<file path="src/rtl/mem_access_if.sv">
`default_nettype none
// ============================================================================
// Module   : mem_access_if
// Purpose  : Data-memory bus between the MEM-stage access unit (master) and
//            the data memory (slave). Also carries the opcode encodings used
//            by the access unit's decoder.
// Revision : 1.0 - initial release
// ============================================================================

`ifndef MEM_ACCESS_OPCODES
`define MEM_ACCESS_OPCODES
`define LOAD_BYTE          6'h20
`define LOAD_HALF          6'h21
`define LOAD_WORD          6'h23
`define LOAD_BYTE_UNSIGNED 6'h24
`define LOAD_HALF_UNSIGNED 6'h25
`define STORE_BYTE         6'h28
`define STORE_HALF         6'h29
`define STORE_WORD         6'h2B
`endif

interface mem_access_if #(
  parameter int DWIDTH = 32,
  parameter int AWIDTH = 32
);
  logic              ma_o_mem_req;
  logic              ma_o_mem_we;
  logic [AWIDTH-1:0] ma_o_mem_addr;
  logic [3:0]        ma_o_mem_be;
  logic [DWIDTH-1:0] ma_o_mem_wdata;
  logic              ma_i_mem_ack;
  logic [DWIDTH-1:0] ma_i_mem_rdata;

  modport master (
    output ma_o_mem_req, ma_o_mem_we, ma_o_mem_addr, ma_o_mem_be, ma_o_mem_wdata,
    input  ma_i_mem_ack, ma_i_mem_rdata
  );

  modport slave (
    input  ma_o_mem_req, ma_o_mem_we, ma_o_mem_addr, ma_o_mem_be, ma_o_mem_wdata,
    output ma_i_mem_ack, ma_i_mem_rdata
  );
endinterface

`default_nettype wire

</file>
<file path="src/rtl/mem_access.sv">
`default_nettype none
// ============================================================================
// Module   : mem_access
// Purpose  : MEM-stage load/store unit. Runs one req/ack transaction per
//            aligned memory op, stalls the pipeline meanwhile, right-justifies
//            load data, builds byte enables / replicated store data, and
//            reports misalignment and bus timeouts.
// Revision : 1.0 - initial release
// ============================================================================
module mem_access #(
  parameter int DWIDTH       = 32,
  parameter int AWIDTH       = 32,
  parameter int TIMEOUT      = 255,
  parameter int OPCODE_WIDTH = 6
) (
  input  wire logic                    ma_i_clk,
  input  wire logic                    ma_i_rst,
  input  wire logic                    ma_i_valid,
  input  wire logic [OPCODE_WIDTH-1:0] ma_i_opcode,
  input  wire logic [AWIDTH-1:0]       ma_i_addr,
  input  wire logic [DWIDTH-1:0]       ma_i_store_data,
  output logic                         ma_o_stall,
  output logic                         ma_o_done,
  output logic [DWIDTH-1:0]            ma_o_load_data,
  output logic                         ma_o_misaligned,
  output logic                         ma_o_bus_err,
  mem_access_if.master                 bus
);

  typedef enum logic [1:0] {S_IDLE = 2'd0, S_WAIT = 2'd1, S_RESP = 2'd2} state_t;

  localparam logic [1:0] SZ_BYTE = 2'd0;
  localparam logic [1:0] SZ_HALF = 2'd1;
  localparam logic [1:0] SZ_WORD = 2'd2;
  localparam logic [7:0] TMO     = TIMEOUT[7:0];

  state_t            state_q, state_d;
  logic [7:0]        cnt_q, cnt_d;
  logic              we_q, we_d;
  logic [AWIDTH-1:0] addr_q, addr_d;
  logic [3:0]        be_q, be_d;
  logic [DWIDTH-1:0] wdata_q, wdata_d;
  logic [1:0]        off_q, off_d;
  logic [DWIDTH-1:0] load_data_q, load_data_d;
  logic              err_q, err_d;

  logic       is_load, is_store;
  logic [1:0] size;
  logic [1:0] off;
  logic       mis;
  logic [3:0] be_new;
  logic [DWIDTH-1:0] wdata_new;

  assign off = ma_i_addr[1:0];

  // Opcode decode plus the size-dependent byte enables, lane data and alignment check
  always_comb begin
    is_load   = 1'b0;
    is_store  = 1'b0;
    size      = SZ_WORD;
    case (ma_i_opcode)
      `LOAD_WORD:          begin is_load  = 1'b1; size = SZ_WORD; end
      `LOAD_HALF,
      `LOAD_HALF_UNSIGNED: begin is_load  = 1'b1; size = SZ_HALF; end
      `LOAD_BYTE,
      `LOAD_BYTE_UNSIGNED: begin is_load  = 1'b1; size = SZ_BYTE; end
      `STORE_WORD:         begin is_store = 1'b1; size = SZ_WORD; end
      `STORE_HALF:         begin is_store = 1'b1; size = SZ_HALF; end
      `STORE_BYTE:         begin is_store = 1'b1; size = SZ_BYTE; end
      default:             begin is_load  = 1'b0; is_store = 1'b0; end
    endcase
    mis       = ((size == SZ_WORD) && (off != 2'd0)) || ((size == SZ_HALF) && off[0]);
    be_new    = 4'b1111;
    wdata_new = ma_i_store_data;
    if (size == SZ_BYTE) begin
      be_new    = 4'b0001 << off;
      wdata_new = DWIDTH'({4{ma_i_store_data[7:0]}});
    end else if (size == SZ_HALF) begin
      be_new    = 4'b0011 << off;
      wdata_new = DWIDTH'({2{ma_i_store_data[15:0]}});
    end
  end

  // Next-state, latched bus fields and pipeline control
  always_comb begin
    state_d         = state_q;
    cnt_d           = cnt_q;
    we_d            = we_q;
    addr_d          = addr_q;
    be_d            = be_q;
    wdata_d         = wdata_q;
    off_d           = off_q;
    load_data_d     = load_data_q;
    err_d           = err_q;
    ma_o_stall      = 1'b0;
    ma_o_misaligned = 1'b0;
    case (state_q)
      S_IDLE: begin
        if (ma_i_valid && (is_load || is_store)) begin
          if (mis) begin
            ma_o_misaligned = 1'b1;
          end else begin
            ma_o_stall = 1'b1;
            we_d       = is_store;
            addr_d     = {ma_i_addr[AWIDTH-1:2], 2'b00};
            be_d       = be_new;
            wdata_d    = wdata_new;
            off_d      = off;
            cnt_d      = 8'd0;
            err_d      = 1'b0;
            state_d    = S_WAIT;
          end
        end
      end
      S_WAIT: begin
        ma_o_stall = 1'b1;
        if (bus.ma_i_mem_ack) begin
          load_data_d = we_q ? '0 : (bus.ma_i_mem_rdata >> {off_q, 3'b000});
          state_d     = S_RESP;
        end else if (cnt_q == TMO) begin
          load_data_d = '0;
          err_d       = 1'b1;
          state_d     = S_RESP;
        end else begin
          cnt_d = cnt_q + 8'd1;
        end
      end
      S_RESP: begin
        state_d = S_IDLE;
      end
      default: begin
        state_d = S_IDLE;
      end
    endcase
    // Combinational outputs read zero while reset is held
    if (ma_i_rst) begin
      ma_o_stall      = 1'b0;
      ma_o_misaligned = 1'b0;
    end
  end

  // State and latched-transaction registers
  always_ff @(posedge ma_i_clk or posedge ma_i_rst) begin
    if (ma_i_rst) begin
      state_q     <= S_IDLE;
      cnt_q       <= 8'd0;
      we_q        <= 1'b0;
      addr_q      <= '0;
      be_q        <= 4'b0000;
      wdata_q     <= '0;
      off_q       <= 2'd0;
      load_data_q <= '0;
      err_q       <= 1'b0;
    end else begin
      state_q     <= state_d;
      cnt_q       <= cnt_d;
      we_q        <= we_d;
      addr_q      <= addr_d;
      be_q        <= be_d;
      wdata_q     <= wdata_d;
      off_q       <= off_d;
      load_data_q <= load_data_d;
      err_q       <= err_d;
    end
  end

  assign ma_o_done          = (state_q == S_RESP);
  assign ma_o_bus_err       = (state_q == S_RESP) && err_q;
  assign ma_o_load_data     = load_data_q;
  assign bus.ma_o_mem_req   = (state_q == S_WAIT);
  assign bus.ma_o_mem_we    = we_q;
  assign bus.ma_o_mem_addr  = addr_q;
  assign bus.ma_o_mem_be    = be_q;
  assign bus.ma_o_mem_wdata = wdata_q;

endmodule

`default_nettype wire

</file>
<file path="src/flat_wrapper.sv">
// flat-port wrapper written by rule: the top's interface ports become plain ports
module mem_access_flat 
#(
  parameter int DWIDTH       = 32,
  parameter int AWIDTH       = 32,
  parameter int TIMEOUT      = 255,
  parameter int OPCODE_WIDTH = 6
)
  (ma_i_clk, ma_i_rst, ma_i_valid, ma_i_opcode, ma_i_addr, ma_i_store_data, ma_o_stall, ma_o_done, ma_o_load_data, ma_o_misaligned, ma_o_bus_err, bus_ma_o_mem_req, bus_ma_o_mem_we, bus_ma_o_mem_addr, bus_ma_o_mem_be, bus_ma_o_mem_wdata, bus_ma_i_mem_ack, bus_ma_i_mem_rdata);
  mem_access_if #(.DWIDTH(DWIDTH), .AWIDTH(AWIDTH)) bus_i ();
  input  wire logic ma_i_clk;
  input  wire logic ma_i_rst;
  input  wire logic ma_i_valid;
  input  wire logic [OPCODE_WIDTH-1:0] ma_i_opcode;
  input  wire logic [AWIDTH-1:0] ma_i_addr;
  input  wire logic [DWIDTH-1:0] ma_i_store_data;
  output logic ma_o_stall;
  output logic ma_o_done;
  output logic [DWIDTH-1:0] ma_o_load_data;
  output logic ma_o_misaligned;
  output logic ma_o_bus_err;
  output wire logic [$bits(bus_i.ma_o_mem_req)-1:0] bus_ma_o_mem_req;
  output wire logic [$bits(bus_i.ma_o_mem_we)-1:0] bus_ma_o_mem_we;
  output wire logic [$bits(bus_i.ma_o_mem_addr)-1:0] bus_ma_o_mem_addr;
  output wire logic [$bits(bus_i.ma_o_mem_be)-1:0] bus_ma_o_mem_be;
  output wire logic [$bits(bus_i.ma_o_mem_wdata)-1:0] bus_ma_o_mem_wdata;
  input wire logic [$bits(bus_i.ma_i_mem_ack)-1:0] bus_ma_i_mem_ack;
  input wire logic [$bits(bus_i.ma_i_mem_rdata)-1:0] bus_ma_i_mem_rdata;
  assign bus_ma_o_mem_req = bus_i.ma_o_mem_req;
  assign bus_ma_o_mem_we = bus_i.ma_o_mem_we;
  assign bus_ma_o_mem_addr = bus_i.ma_o_mem_addr;
  assign bus_ma_o_mem_be = bus_i.ma_o_mem_be;
  assign bus_ma_o_mem_wdata = bus_i.ma_o_mem_wdata;
  assign bus_i.ma_i_mem_ack = bus_ma_i_mem_ack;
  assign bus_i.ma_i_mem_rdata = bus_ma_i_mem_rdata;
  mem_access #(.DWIDTH(DWIDTH), .AWIDTH(AWIDTH), .TIMEOUT(TIMEOUT), .OPCODE_WIDTH(OPCODE_WIDTH)) u_core (.ma_i_clk(ma_i_clk), .ma_i_rst(ma_i_rst), .ma_i_valid(ma_i_valid), .ma_i_opcode(ma_i_opcode), .ma_i_addr(ma_i_addr), .ma_i_store_data(ma_i_store_data), .ma_o_stall(ma_o_stall), .ma_o_done(ma_o_done), .ma_o_load_data(ma_o_load_data), .ma_o_misaligned(ma_o_misaligned), .ma_o_bus_err(ma_o_bus_err), .bus(bus_i));
endmodule
</file>
<file path="config.mk">
export PLATFORM = sky130hd
export DESIGN_NAME = mem_access_flat
export DESIGN_NICKNAME = d
export VERILOG_FILES = /design/src/rtl/mem_access_if.sv /design/src/rtl/mem_access.sv /design/src/flat_wrapper.sv
export SDC_FILE = /design/constraint.sdc
export NUM_CORES = 1
export LEC_CHECK = 0
export BUFFER_PORTS_ARGS = -buffer_cell sky130_fd_sc_hd__buf_2
export CAP_MARGIN = 20
export CORE_ASPECT_RATIO = 0.8
export CORE_UTILIZATION = 40
export DETAILED_ROUTE_END_ITERATION = 8
export GPL_ROUTABILITY_DRIVEN = 0
export HOLD_SLACK_MARGIN = 0.12
export PLACE_DENSITY = 0.7
export SYNTH_ARGS = -nofsm -noshare
export SYNTH_HDL_FRONTEND = slang
export SYNTH_SLANG_ARGS = --single-unit
</file>
<file path="constraint.sdc">
create_clock -name ma_i_clk -period 3.5 [get_ports ma_i_clk]
set_input_delay 0.7 -clock ma_i_clk [delete_from_list [all_inputs] [get_ports ma_i_clk]]
set_output_delay 0.7 -clock ma_i_clk [all_outputs]
set_load 0.02 [all_outputs]
</file>
* Word-level counts from Yosys, hierarchy flattened *
Cells that the tools add are included.

storage, ports and cells
  bits in registers = 112
  input port bits = 106
  output and inout port bits = 106

operators by class
  add/sub/neg operators = 1
  equal/unequal tests = 19
  shifts and indexed selects = 3
  muxes and demuxes = 33
  bitwise logic cells = 1
  reduce and logical (&&, ||, !) cells = 20

operators by type and width
  kind                                                                   count
  32-bit 2-to-1 mux                                                      5
  6-bit equality test, second input constant                             8
  8-bit 2-to-1 mux                                                       4
  32-bit by 5-bit >> shifter with 32-bit output                          1
  8-bit case mux with 2 select lines                                     1
  1-bit 2-to-1 mux                                                       13
  5-bit AND reduction                                                    2
  3-bit OR reduction                                                     3
  8-bit by 1-bit adder with 8-bit output, second input constant          1
  8-bit equality test, second input constant                             1
  2-bit 2-to-1 mux                                                       4
  4-bit 2-to-1 mux                                                       2
  2-bit case mux with 2 select lines                                     2
  2-bit != test, second input constant                                   3
  3-bit AND reduction                                                    2
  2-bit nonzero test                                                     3
  5-bit OR reduction                                                     1
  2-bit by 1-bit equality test with 1-bit output, second input constant  2
  2-bit equality test, second input constant                             2
  1-bit logical AND                                                      4
  2-bit logical NOT                                                      2
  2-bit by 1-bit != test with 1-bit output, second input constant        2
  1-bit case mux with 2 select lines                                     2
  1-bit by 2-bit << shifter with 4-bit output, first input constant      1
  other kinds (5)                                                        6

* Depth between registers and ports, before layout *
  depth in word-level cells = 10
  gate-level depth with buffers = 7
  gate-level depth less buffers = 5

* Worst setup path after synthesis *
OpenSTA, ideal clock, no wires.

  path kind = input port to output port
  start point = input port ma_i_opcode[0]
  end point = output port ma_o_stall
  arrival = 2.320 ns
  data required time = 2.800 ns
  setup slack = 0.480 ns
  stages = 7
  path through = buf_2 -> and2_1 -> or4_4 -> a211oi_4 -> buf_6 -> buf_2 -> o21a_1

between the ends
  longest elaborated chain between the ends = 10
  elaborated cells between the ends (all ways) = 26

ends and longest elaborated chain
  what                                                                                   line                RTL
  start, declared                                                                        flat_wrapper.sv:14  input wire logic [OPCODE_WIDTH-1:0] ma_i_opcode;
  6-bit equality test                                                                    mem_access.sv:61    case (ma_i_opcode)
  3-bit OR reduction (no source line)                                                    -
  2-bit case mux with 2 select lines                                                     mem_access.sv:61
  2-bit equality test or 2-bit by 1-bit equality test with 1-bit output (tied branches)  mem_access.sv:72    mis = ((size == SZ_WORD) && (off != 2'd0)) || ((size == SZ_HALF) && off[0]);
  1-bit logical AND                                                                      mem_access.sv:72
  1-bit logical OR                                                                       mem_access.sv:72
  1-bit 2-to-1 mux                                                                       mem_access.sv:100   if (mis) begin
  1-bit 2-to-1 mux (*)                                                                   mem_access.sv:99    if (ma_i_valid && (is_load || is_store)) begin
  1-bit case mux with 2 select lines (*)                                                 mem_access.sv:97    case (state_q)
  1-bit 2-to-1 mux (*)                                                                   mem_access.sv:136   if (ma_i_rst) begin
  end, declared                                                                          flat_wrapper.sv:17  output logic ma_o_stall;

Mark *: on every way between the ends. The rest lies on a longest branch, timed or not.

* Worst setup path in the final report *
  start point = input port ma_i_opcode[4]
  end point = output port ma_o_stall

The elaborated chain is that of the path after synthesis.

==> impl_metrics.json <==
{
  "tns_ps": 0,
  "crit_path_end": "ma_o_stall",
  "cts_setup_buffers": 0,
  "hpwl_mm": 10.0,
  "initial_utilization_pct": 41.5,
  "synth_ff_type": "dfrtp_1",
  "clock_latency_ps": 340,
  "reg2reg_from": "u_core.state_q[1]",
  "cp.depth": 6,
  "worst-path-max-fanout": 4,
  "cpPeakStageDelay_ps": 570,
  "rsz0062_at_grt": "false",
  "avgSynthCellArea_um2": 12.3,
  "root_buffer": "clkbuf_16",
  "status": "complete, no violations",
  "num_vias": 4273,
  "grtUsageMet2_pct": 31.9,
  "finClkSkew_ps": 7.49,
  "cts_max_path_buffers": 2,
  "hold_viol_final": 0,
  "viasPerCell": 5.19,
  "synth.cell_area_um2": 5420,
  "diodes": 0,
  "grt_pass1_vias": 4217,
  "cp.buffers_inverters": 2,
  "die_w_um": 132,
  "synthCells": 442,
  "die_h_um": 106,
  "num_rows": 37,
  "hold_buffers": 0,
  "grt_pass1_wl_mm": 21.9,
  "cts-htree-levels": 3,
  "grt_max_degree": 78,
  "async_flop_share_pct": 100,
  "ff2ff_setup_slack_ps": 1300,
  "tightest_slew_ps": 920,
  "irDropWorstVdd_mv": 0.352,
  "drt_pre_antenna_iters": 6,
  "yosysUniqueCellTypes": 46,
  "io_pins": 212,
  "crit_path_cell_trace": "buf_2 -> nand2b_1 -> or4_4 -> a211oi_4 -> o21a_1 -> buf_2",
  "grtUsageMet3_pct": 5.58,
  "p_per_area_nw_per_um2": 611,
  "setup_viol": 0,
  "crit_path_start_kind": "input port",
  "grt_antenna_before_repair": 0,
  "rr_endpoint": "u_core.bus.ma_o_mem_addr[22]",
  "core_um2": 13100,
  "top_usage_layer": "met2",
  "period_needed_ps": 2890,
  "nets": 756,
  "synth-seq-cells": 112,
  "fillCellCount": 1162,
  "placed_cell_area_um2": 6680,
  "ant_nets": 0,
  "portBuffers": 209,
  "cts.repair.resized": 0,
  "area_growth_pct": 28.5,
  "hold_path.class": "flip-flop to flip-flop",
  "relSlewSlack_pct": 38.7,
  "synth_edf_count": 0,
  "fmax_mhz": 346,
  "gr-usage-met1_pct": 26.5,
  "cts.sinks": 112,
  "path_class": "input port to primary output",
  "cts_tree": "built",
  "ys_seq_area_share_pct": 51.7,
  "grtUsageTotal_pct": 19.9,
  "cp.arrival_ps": 2190,
  "final_cell_area_um2": 6960,
  "globalRouteOverflowTotal": 0,
  "clk_pin_slew_ps": 70,
  "drive_above_1_share_pct": 49.9,
  "post-route-period-util_pct": 82.5,
  "cp.required_ps": 2800,
  "drv_slew": 0,
  "reg2reg_depth": 5,
  "routed_wl_mm": 13.7,
  "p_leak_uw": 0.00350,
  "yosys_warnings": 0,
  "cts-buffers-inserted": 9,
  "cpMostUsedCell": "buf_2",
  "drv_cap": 0,
  "endpoint_kind": "primary output",
  "crit_path_start": "ma_i_opcode[4]",
  "drc_errors": 0,
  "cpLargestDelayFamily": "simple AND/OR/NAND/NOR gates",
  "hold_depth": 1,
  "dieArea_um2": 14000,
  "wl_per_cell_um": 16.6,
  "cpMaxStageDelayCell": "or4_4",
  "drtIter0Drc": 249
}
==> registers in the layout, indices dropped and copies added, names as in the netlist <==
name / count
u_core.bus.ma_o_mem_addr: 30
u_core.bus.ma_o_mem_be: 4
u_core.bus.ma_o_mem_we: 1
u_core.ma_o_load_data: 32
u_core.cnt_q: 8
u_core.bus.ma_o_mem_wdata: 32
u_core.err_q: 1
u_core.state_q: 2
u_core.off_q: 2
==> Yosys cell counts (3+ instances only) <==
master,number,area share [%]
nand2_1,34,2.4
nand2b_1,5,0.58
o22ai_1,12,1.4
inv_1,11,0.76
a211o_1,8,1.3
nor3_1,4,0.37
a22o_1,16,2.6
a31oi_1,8,0.92
a21oi_1,10,0.92
and2_1,4,0.46
a32o_1,8,1.5
o21ai_0,9,0.83
nand3_1,6,0.55
clkbuf_1,17,1.2
dfrtp_1,112,52
buf_2,3,0.28
mux2i_1,26,4.8
mux2_4,10,2.8
o2bb2ai_1,8,1.3
ha_1,5,1.2
nor2b_1,11,1.3
mux2_2,74,15
nor2_1,7,0.49
buf_4,7,0.97
==> cell usage in the layout, fill, tap and decap left out, types with 2 or more instances in the layout <==
| cell | count |
|---|---|
| dfrtp_1 | 112 |
| nand3_1 | 6 |
| nor2b_1 | 11 |
| nor3_1 | 3 |
| conb_1 | 2 |
| a31oi_1 | 8 |
| mux2i_1 | 26 |
| or3_1 | 2 |
| clkbuf_1 | 2 |
| o22ai_1 | 12 |
| o31ai_1 | 2 |
| mux2_4 | 10 |
| a211o_1 | 8 |
| and2_1 | 4 |
| o21ai_0 | 9 |
| o21bai_1 | 2 |
| ha_1 | 5 |
| o2bb2ai_1 | 8 |
| a22o_1 | 16 |
| clkbuf_16 | 9 |
| inv_1 | 10 |
| buf_2 | 209 |
| a32o_1 | 8 |
| buf_4 | 10 |
| a21oi_1 | 10 |
| nand2b_1 | 5 |
| a21o_1 | 2 |
| clkinvlp_4 | 3 |
| nor2_1 | 7 |
| mux2_2 | 74 |
| nand2_1 | 34 |
==> metrics by stage <==
| stage | instances | power [uW] | worst slack (ps) | utilization [%] | hold slack, ps |
|---|---|---|---|---|---|
| 5_1_grt | 824 | 4480 | 539 | 53.3 | 506 |
| 4_1_cts | 824 | 4310 | 597 | 53.3 | 489 |
| 6_report | 824 | 4250 | 613 | 53.3 | 490 |
| 3_5_place_dp | 809 | 3280 | 602 | 51.1 | 468 |
| 3_3_place_gp | 808 | 3230 | 593 | 50.9 | 471 |
| 2_1_floorplan | 443 | 2740 | 480 | - | 504 |
==> how the worst min path moves through the flow <==
stage                                           end  slack, ps                       from
after floorplan                        u_core.err_q        500               u_core.err_q
after global placement    u_core.ma_o_load_data[20]        470  u_core.ma_o_load_data[20]
after detailed placement  u_core.ma_o_load_data[16]        470  u_core.ma_o_load_data[16]
after CTS                 u_core.ma_o_load_data[19]        490  u_core.ma_o_load_data[19]
after global routing      u_core.ma_o_load_data[20]        510  u_core.ma_o_load_data[20]
final                     u_core.ma_o_load_data[19]        490  u_core.ma_o_load_data[19]
==> power breakdown <==
group	switching [uW]	internal, uW	total [uW]	leakage [uW]
combinational	826	610	1440	0.00192
sequential	188	1620	1810	0.00145
clock	451	555	1010	0.000132
total	1470	2780	4250	0.00350
==> cells by family after synthesis <==
family | count (synthesis) | share of synthesized area [%]
compound gates | 92 | 12.9
xor+xnor | 1 | 0.162
fa+ha+maj | 5 | 1.15
buf+inv | 42 | 3.74
flops | 112 | 51.7
mux | 110 | 23.0
other cells | 1 | 0.0692
simple gates | 79 | 7.30
==> cell type report <==
type                       count  area (um^2)  area share (%)
tap                          175          219            3.15
timing repair buffer         221         1170            16.8
clock buffer                  11          233            3.34
clock inverter                 4         53.8           0.773
multi-input combinational    289         2440            35.0
inverter                      12         48.8           0.701
sequential                   112         2800            40.3
==> layer usage <==
| metal | vias to the layer above | part of all wire, % |
|---|---|---|
| met1 | 2094 | 45 |
| met3 | 12 | 6.8 |
| met4 | 0 | 0.85 |
| met5 | - | 0 |
| met2 | 144 | 48 |
| li1 | 2023 | - |
Power figures use the tool's default switching activity.
